<file path="src/rtl/ofm_maxpool_rx_pkg.sv">
// ofm_maxpool_rx_pkg
//   Shared definitions for the OFM max-pool receiver: the receiver FSM
//   state encoding and the default map geometry.
//   No ports (package).
package ofm_maxpool_rx_pkg;

    localparam int unsigned OFM_DW   = 36;
    localparam int unsigned OFM_N    = 5;
    localparam int unsigned NSQ      = OFM_N * OFM_N;
    localparam int unsigned PN       = OFM_N - 1;
    localparam int unsigned PNSQ     = PN * PN;
    localparam int unsigned WR_CNT_W = $clog2(NSQ);

    typedef enum logic [1:0] {
        S_IDLE    = 2'd0,
        S_CAPTURE = 2'd1,
        S_POOL    = 2'd2
    } state_t;

endpackage

</file>
<file path="src/rtl/ofm_maxpool_rx_max4.sv">
// ofm_maxpool_rx_max4
//   Combinational unsigned maximum of four DW-bit operands, built as a
//   two-level compare tree.
//   Ports:
//     i_a, i_b, i_c, i_d  in  DW  operands (unsigned)
//     o_max               out DW  largest operand
module ofm_maxpool_rx_max4 #(
    parameter int unsigned DW = 36
) (
    input  logic [DW-1:0] i_a,
    input  logic [DW-1:0] i_b,
    input  logic [DW-1:0] i_c,
    input  logic [DW-1:0] i_d,
    output logic [DW-1:0] o_max
);

    logic [DW-1:0] w_ab;
    logic [DW-1:0] w_cd;

    always_comb begin
        w_ab  = (i_a >= i_b) ? i_a : i_b;
        w_cd  = (i_c >= i_d) ? i_c : i_d;
        o_max = (w_ab >= w_cd) ? w_ab : w_cd;
    end

endmodule

</file>
<file path="src/rtl/ofm_maxpool_rx.sv">
// ofm_maxpool_rx
//   Receives an NxN OFM map serially (raster order), buffers it, then
//   streams the (N-1)x(N-1) result of 2x2 / stride-1 max pooling, one
//   pooled sample per cycle, in raster order.
//   Ports:
//     clk        in   1   clock, rising edge
//     rst        in   1   synchronous active-high reset
//     in_valid   in   1   OFM sample valid
//     In_OFM     in   DW  OFM sample (unsigned)
//     busy       out  1   pooling in progress; upstream must hold off
//     overrun    out  1   one-cycle pulse: a sample was dropped while pooling
//     out_valid  out  1   pooled sample valid
//     Out_Pool   out  DW  pooled sample, 0 when out_valid is low
module ofm_maxpool_rx
    import ofm_maxpool_rx_pkg::*;
#(
    parameter int unsigned DW = OFM_DW,
    parameter int unsigned N  = OFM_N
) (
    input  logic          clk,
    input  logic          rst,
    input  logic          in_valid,
    input  logic [DW-1:0] In_OFM,
    output logic          busy,
    output logic          overrun,
    output logic          out_valid,
    output logic [DW-1:0] Out_Pool
);

    localparam int unsigned L_NSQ   = N * N;
    localparam int unsigned L_PN    = N - 1;
    localparam int unsigned L_WR_W  = $clog2(L_NSQ);
    localparam int unsigned L_IDX_W = $clog2(N);

    state_t              r_state, w_state_nxt;
    logic [L_WR_W-1:0]   r_wr_cnt, w_wr_cnt_nxt;
    logic [L_IDX_W-1:0]  r_rd_r, r_rd_c, w_rd_r_nxt, w_rd_c_nxt;
    logic                w_wr_en;
    logic [L_WR_W-1:0]   w_wr_addr;
    logic                w_pool_last;
    logic                w_drop;
    logic [L_WR_W-1:0]   w_base;
    logic [DW-1:0]       w_max;
    logic [DW-1:0]       r_buf [L_NSQ];
    logic                r_busy, r_overrun, r_out_valid;
    logic [DW-1:0]       r_out_pool;

    assign w_pool_last = (r_rd_r == L_IDX_W'(L_PN - 1)) && (r_rd_c == L_IDX_W'(L_PN - 1));
    assign w_base      = L_WR_W'(r_rd_r) * L_WR_W'(N) + L_WR_W'(r_rd_c);

    ofm_maxpool_rx_max4 #(.DW(DW)) u_max4 (
        .i_a   (r_buf[w_base]),
        .i_b   (r_buf[w_base + L_WR_W'(1)]),
        .i_c   (r_buf[w_base + L_WR_W'(N)]),
        .i_d   (r_buf[w_base + L_WR_W'(N + 1)]),
        .o_max (w_max)
    );

    always_comb begin
        w_state_nxt  = r_state;
        w_wr_cnt_nxt = r_wr_cnt;
        w_rd_r_nxt   = r_rd_r;
        w_rd_c_nxt   = r_rd_c;
        w_wr_en      = 1'b0;
        w_wr_addr    = r_wr_cnt;
        w_drop       = 1'b0;
        case (r_state)
            S_IDLE: begin
                w_wr_cnt_nxt = '0;
                if (in_valid) begin
                    w_wr_en      = 1'b1;
                    w_wr_addr    = '0;
                    w_wr_cnt_nxt = L_WR_W'(1);
                    w_state_nxt  = S_CAPTURE;
                end
            end
            S_CAPTURE: begin
                if (in_valid) begin
                    w_wr_en = 1'b1;
                    if (r_wr_cnt == L_WR_W'(L_NSQ - 1)) begin
                        w_wr_cnt_nxt = '0;
                        w_rd_r_nxt   = '0;
                        w_rd_c_nxt   = '0;
                        w_state_nxt  = S_POOL;
                    end else begin
                        w_wr_cnt_nxt = r_wr_cnt + 1'b1;
                    end
                end
            end
            S_POOL: begin
                if (w_pool_last) begin
                    w_rd_r_nxt  = '0;
                    w_rd_c_nxt  = '0;
                    w_state_nxt = S_IDLE;
                    // The last pooled window never reads buf[0], so a sample
                    // arriving in this final cycle is taken as the start of
                    // the next frame rather than dropped.
                    if (in_valid) begin
                        w_wr_en      = 1'b1;
                        w_wr_addr    = '0;
                        w_wr_cnt_nxt = L_WR_W'(1);
                        w_state_nxt  = S_CAPTURE;
                    end
                end else begin
                    w_drop = in_valid;
                    if (r_rd_c == L_IDX_W'(L_PN - 1)) begin
                        w_rd_c_nxt = '0;
                        w_rd_r_nxt = r_rd_r + 1'b1;
                    end else begin
                        w_rd_c_nxt = r_rd_c + 1'b1;
                    end
                end
            end
            default: w_state_nxt = S_IDLE;
        endcase
    end

    always_ff @(posedge clk) begin
        if (rst) begin
            r_state     <= S_IDLE;
            r_wr_cnt    <= '0;
            r_rd_r      <= '0;
            r_rd_c      <= '0;
            r_busy      <= 1'b0;
            r_overrun   <= 1'b0;
            r_out_valid <= 1'b0;
            r_out_pool  <= '0;
        end else begin
            r_state     <= w_state_nxt;
            r_wr_cnt    <= w_wr_cnt_nxt;
            r_rd_r      <= w_rd_r_nxt;
            r_rd_c      <= w_rd_c_nxt;
            r_busy      <= (r_state == S_POOL) && !w_pool_last;
            r_overrun   <= w_drop;
            r_out_valid <= (r_state == S_POOL);
            r_out_pool  <= (r_state == S_POOL) ? w_max : '0;
        end
    end

    always_ff @(posedge clk) begin
        if (!rst && w_wr_en) begin
            r_buf[w_wr_addr] <= In_OFM;
        end
    end

    assign busy      = r_busy;
    assign overrun   = r_overrun;
    assign out_valid = r_out_valid;
    assign Out_Pool  = r_out_pool;

endmodule

</file>
<file path="config.mk">
export PLATFORM = sky130hd
export DESIGN_NAME = ofm_maxpool_rx
export DESIGN_NICKNAME = d
export VERILOG_FILES = /design/src/rtl/ofm_maxpool_rx_pkg.sv /design/src/rtl/ofm_maxpool_rx_max4.sv /design/src/rtl/ofm_maxpool_rx.sv
export SDC_FILE = /design/constraint.sdc
export NUM_CORES = 2
export LEC_CHECK = 0
export CORE_UTILIZATION = 50
export DETAILED_ROUTE_END_ITERATION = 10
export HOLD_SLACK_MARGIN = 0.15
export PLACE_DENSITY = 0.76
export RECOVER_POWER = 100
export SLEW_MARGIN = 25
export SYNTH_ARGS = -nofsm -noshare
export SYNTH_HDL_FRONTEND = slang
export SYNTH_SLANG_ARGS = --single-unit
</file>
<file path="constraint.sdc">
create_clock -name clk -period 8.2 [get_ports clk]
set_input_delay 2.05 -clock clk [delete_from_list [all_inputs] [get_ports clk]]
set_output_delay 2.05 -clock clk [all_outputs]
set_load 0.1 [all_outputs]
</file>
==> impl_metrics.csv <==
group,metric,value,unit
die,dieWidth,337,um
global_route,grt_usage,31.9,%
clock_network,clk_latency,0.70,ns
sta,slew_headroom,-221,%
logic_synthesis,synth_top_area_share,48.1,%
power_and_ir_drop,p_sw,5.55,mW
route,ant_nets,0,
logic_synthesis,synthCells,3624,
global_route,grt_max_degree,110,
sta,setup_viol,0,
logic_synthesis,ys.flop_type,"edfxtp_1",
die,initial_core_util,50.6,%
route,drc,0,
place,hpwlAfterDp,118000,um
flow_run,max_cap_viol_count,37,
cells_and_area,syn2layout_area_growth,15.5,%
setup_path,worst_ep_arrival_time,8.51,ns
logic_synthesis,synth_largest_area_cell,"edfxtp_1",
logic_synthesis,synthArstFlopShare,0,%
sta,worstMarginPinSlew,4.82,ns
route,num_vias,39200,
place,dp_cells,5286,
cells_and_area,nFillCells,8111,
logic_synthesis,synth_edf_count,900,
power_and_ir_drop,power.internal,11.3,mW
power_and_ir_drop,p_per_area,259,nW/um2
setup_path,crit_path_start_kind,"flip-flop",
route,vias_per_cell,7.15,
clock_network,clock-root-buffer,"clkbuf_16",
cells_and_area,finalNetCount,4076,
power_and_ir_drop,power_frac_clock,27.8,%
cells_and_area,drive_above_1_share,33.9,%
sta,fin_skew,0.0312,ns
logic_synthesis,synthDistinctLibCells,61,
worst_hold_path,min_from,"r_rd_r[1]$_SDFFE_PP0P_",
sta,layout_setup_ws,0.294,ns
die,fp.dieH,337,um
logic_synthesis,ys_ff_latch,952,
outcome,violations,"max-capacitance violations, max-slew violations",
power_and_ir_drop,seq_power_share,33.0,%
outcome,outcome,"complete, but fails checks",
global_route,grt-ovfl-total,0,
logic_synthesis,synth_area_leaders,"edfxtp_1 (48%), mux4_2 (30%), ha_1 (2.8%), nand2_1 (2.3%), dfxtp_1 (1.9%)",
die,num_rows,122,
place,post-place-ws,-0.294,ns
logic_synthesis,yosysWarnings,0,
clock_network,numCtsBuffers,100,
die,coreArea,111000,um2
cells_and_area,layout_common_cells,"edfxtp_1 (900), mux4_2 (759), nand2_1 (340)",
setup_path,crit_start,"r_rd_r[2]$_SDFFE_PP0P_",
place,place_congestion,0.963,
route,wl,181000,um
die,pin_count,78,
cells_and_area,stdcell_count,5490,
clock_network,clkTransAtPathRegs,0.06,ns
clock_network,clock_path_buffers,3,
setup_path,critical_path_class,"flip-flop to flip-flop",
sta,rsz0062_at_grt,"no",
setup_path,end_kind,"flip-flop",
logic_synthesis,syn-num-nets,3791,
place,portBuffers,77,
global_route,grt_pass1_wl,262000,um
power_and_ir_drop,swShare,33.0,%
route,wl_per_cell,32.9,um
route,drt-pass1-iter-count,7,
sta,post-route-period-util,96.4,%
global_route,antenna_found_initial,17,
setup_path,slowest_stage,"fa_2",
route,drtIter0Drc,6034,
power_and_ir_drop,ir_worst_vdd,0.171,mV
clock_network,htreeDepth,3,
logic_synthesis,ys_seq_area_share,50.0,%
power_and_ir_drop,pwr-share-comb,39.3,%
cells_and_area,final_common_cell,"edfxtp_1",
sta,report.final.slew_viol_count,777,
setup_path,slowest_delay,0.56,ns
setup_path,crit_path_frequent_cell,"ha_1",
clock_network,cts.sinks,952,
setup_path,cp.required,8.80,ns
logic_synthesis,synth_area,56200,um2
sta,holdWs,0.517,ns
setup_path,critPathMaxFanout,22,
global_route,grt_pass1_vias,39000,
sta,hold_viol,0,
power_and_ir_drop,total_leakage_power,21.4,nW
worst_hold_path,hold_class,"flip-flop to flip-flop",
logic_synthesis,syn_avg_cell_area,15.5,um2
sta,tns,0,ns
sta,max_freq,126,MHz
clock_network,tritoncts,"done",
setup_path,r2r_start,"r_rd_r[2]$_SDFFE_PP0P_",
die,dieArea,114000,um2
sta,fin_crit,7.91,ns
## per-stage QoR
stage	area [um2]	utilization (%)	total power, mW
floorplan	56200	-	9.85
global placement	61600	55.5	12.0
detailed placement	61700	55.6	12.1
CTS	65100	58.6	16.7
global route	64900	58.5	17.5
finish	64900	58.5	16.8
## Yosys cell counts (7+ instances only)
cell      number
edfxtp_1     900
mux4_2       759
nand2_1      340
a21oi_1      180
inv_1        171
clkbuf_1     144
o21ai_0      142
nor2_1       140
ha_1         127
buf_2        106
mux2i_1       74
nand3_1       71
dfxtp_1       52
o211ai_1      51
a211oi_1      43
o21a_1        39
mux2_2        37
o22ai_1       36
a21o_1        28
buf_1         22
o21ai_1       21
nand4_1       20
buf_4         16
and3_1        15
o311ai_0      11
nor3_1         7
or3_1          7
## routing by layer
layer	share of wire, %	vias up	GRT usage, %
met2	45	3173	48.4
met3	14	716	9.01
met4	7.4	10	20.8
met5	0.038	-	0
li1	-	15500	-
met1	33	19800	40.4
## final timing paths
| check | endpoint | slack, ns | depth (start not counted) |
|---|---|---|---|
| worst min-delay path | r_rd_r[1]$_SDFFE_PP0P_ | 0.52 | 2 |
| worst min register to register | r_rd_r[1]$_SDFFE_PP0P_ | 0.52 | 2 |
| worst max-delay path | Out_Pool[6]$_SDFF_PP0_ | 0.29 | 29 |
| worst max register to register | Out_Pool[6]$_SDFF_PP0_ | 0.29 | 29 |
## critical path: cells and delay by family, from the launching register on
kind / cells / cell delay (ns)
compound gates: 9 / 2.35
fa+ha+maj: 6 / 2.08
buf+inv: 6 / 0.77
flops: 1 / 0.39
mux: 3 / 1.18
simple gates: 5 / 1.02
## power groups by stage
stage,clock (mW),sequential (mW),combinational (mW)
global route,4.85,5.55,7.09
floorplan,0,5.91,3.94
CTS,4.69,5.54,6.52
detailed placement,0,5.64,6.44
finish,4.67,5.55,6.61
global placement,0,5.64,6.38
## state kept, by name, indices dropped and copies added, names as in the netlist
name,count
Out_Pool,36
out_valid,1
busy,1
r_state,2
r_rd_r,3
overrun,1
r_wr_cnt,5
r_rd_c,3
r_buf,900
## cell type report
| type | count | area (um2) | area share [%] |
|---|---|---|---|
| antenna | 11 | 27.5 | 0.0424 |
| clock buffer | 120 | 2630 | 4.05 |
| clock inverter | 64 | 689 | 1.06 |
| inverter | 172 | 646 | 0.995 |
| multi-input combinational | 2206 | 26500 | 40.8 |
| sequential | 952 | 28100 | 43.2 |
| tap | 1488 | 1860 | 2.87 |
| timing repair buffer | 477 | 4520 | 6.96 |
## timing repair
| item | CTS | global route |
|---|---|---|
| endpoints found under the setup margin | 36 | 36 |
| hold buffers | 0 | 0 |
| setup buffers | 1 | 6 |
| gates resized for setup | 5 | 26 |
| pin swaps | 1 | 5 |
| gates cloned | 0 | 2 |
## cell families after synthesis
kind of cell    share of synthesized area, %
xor+xnor                               0.352
compound gates                          6.13
buf+inv                                 3.54
simple gates                            4.68
flops                                   50.0
fa+ha+maj                               2.86
mux                                     32.5
Power figures use the tool's default switching activity.
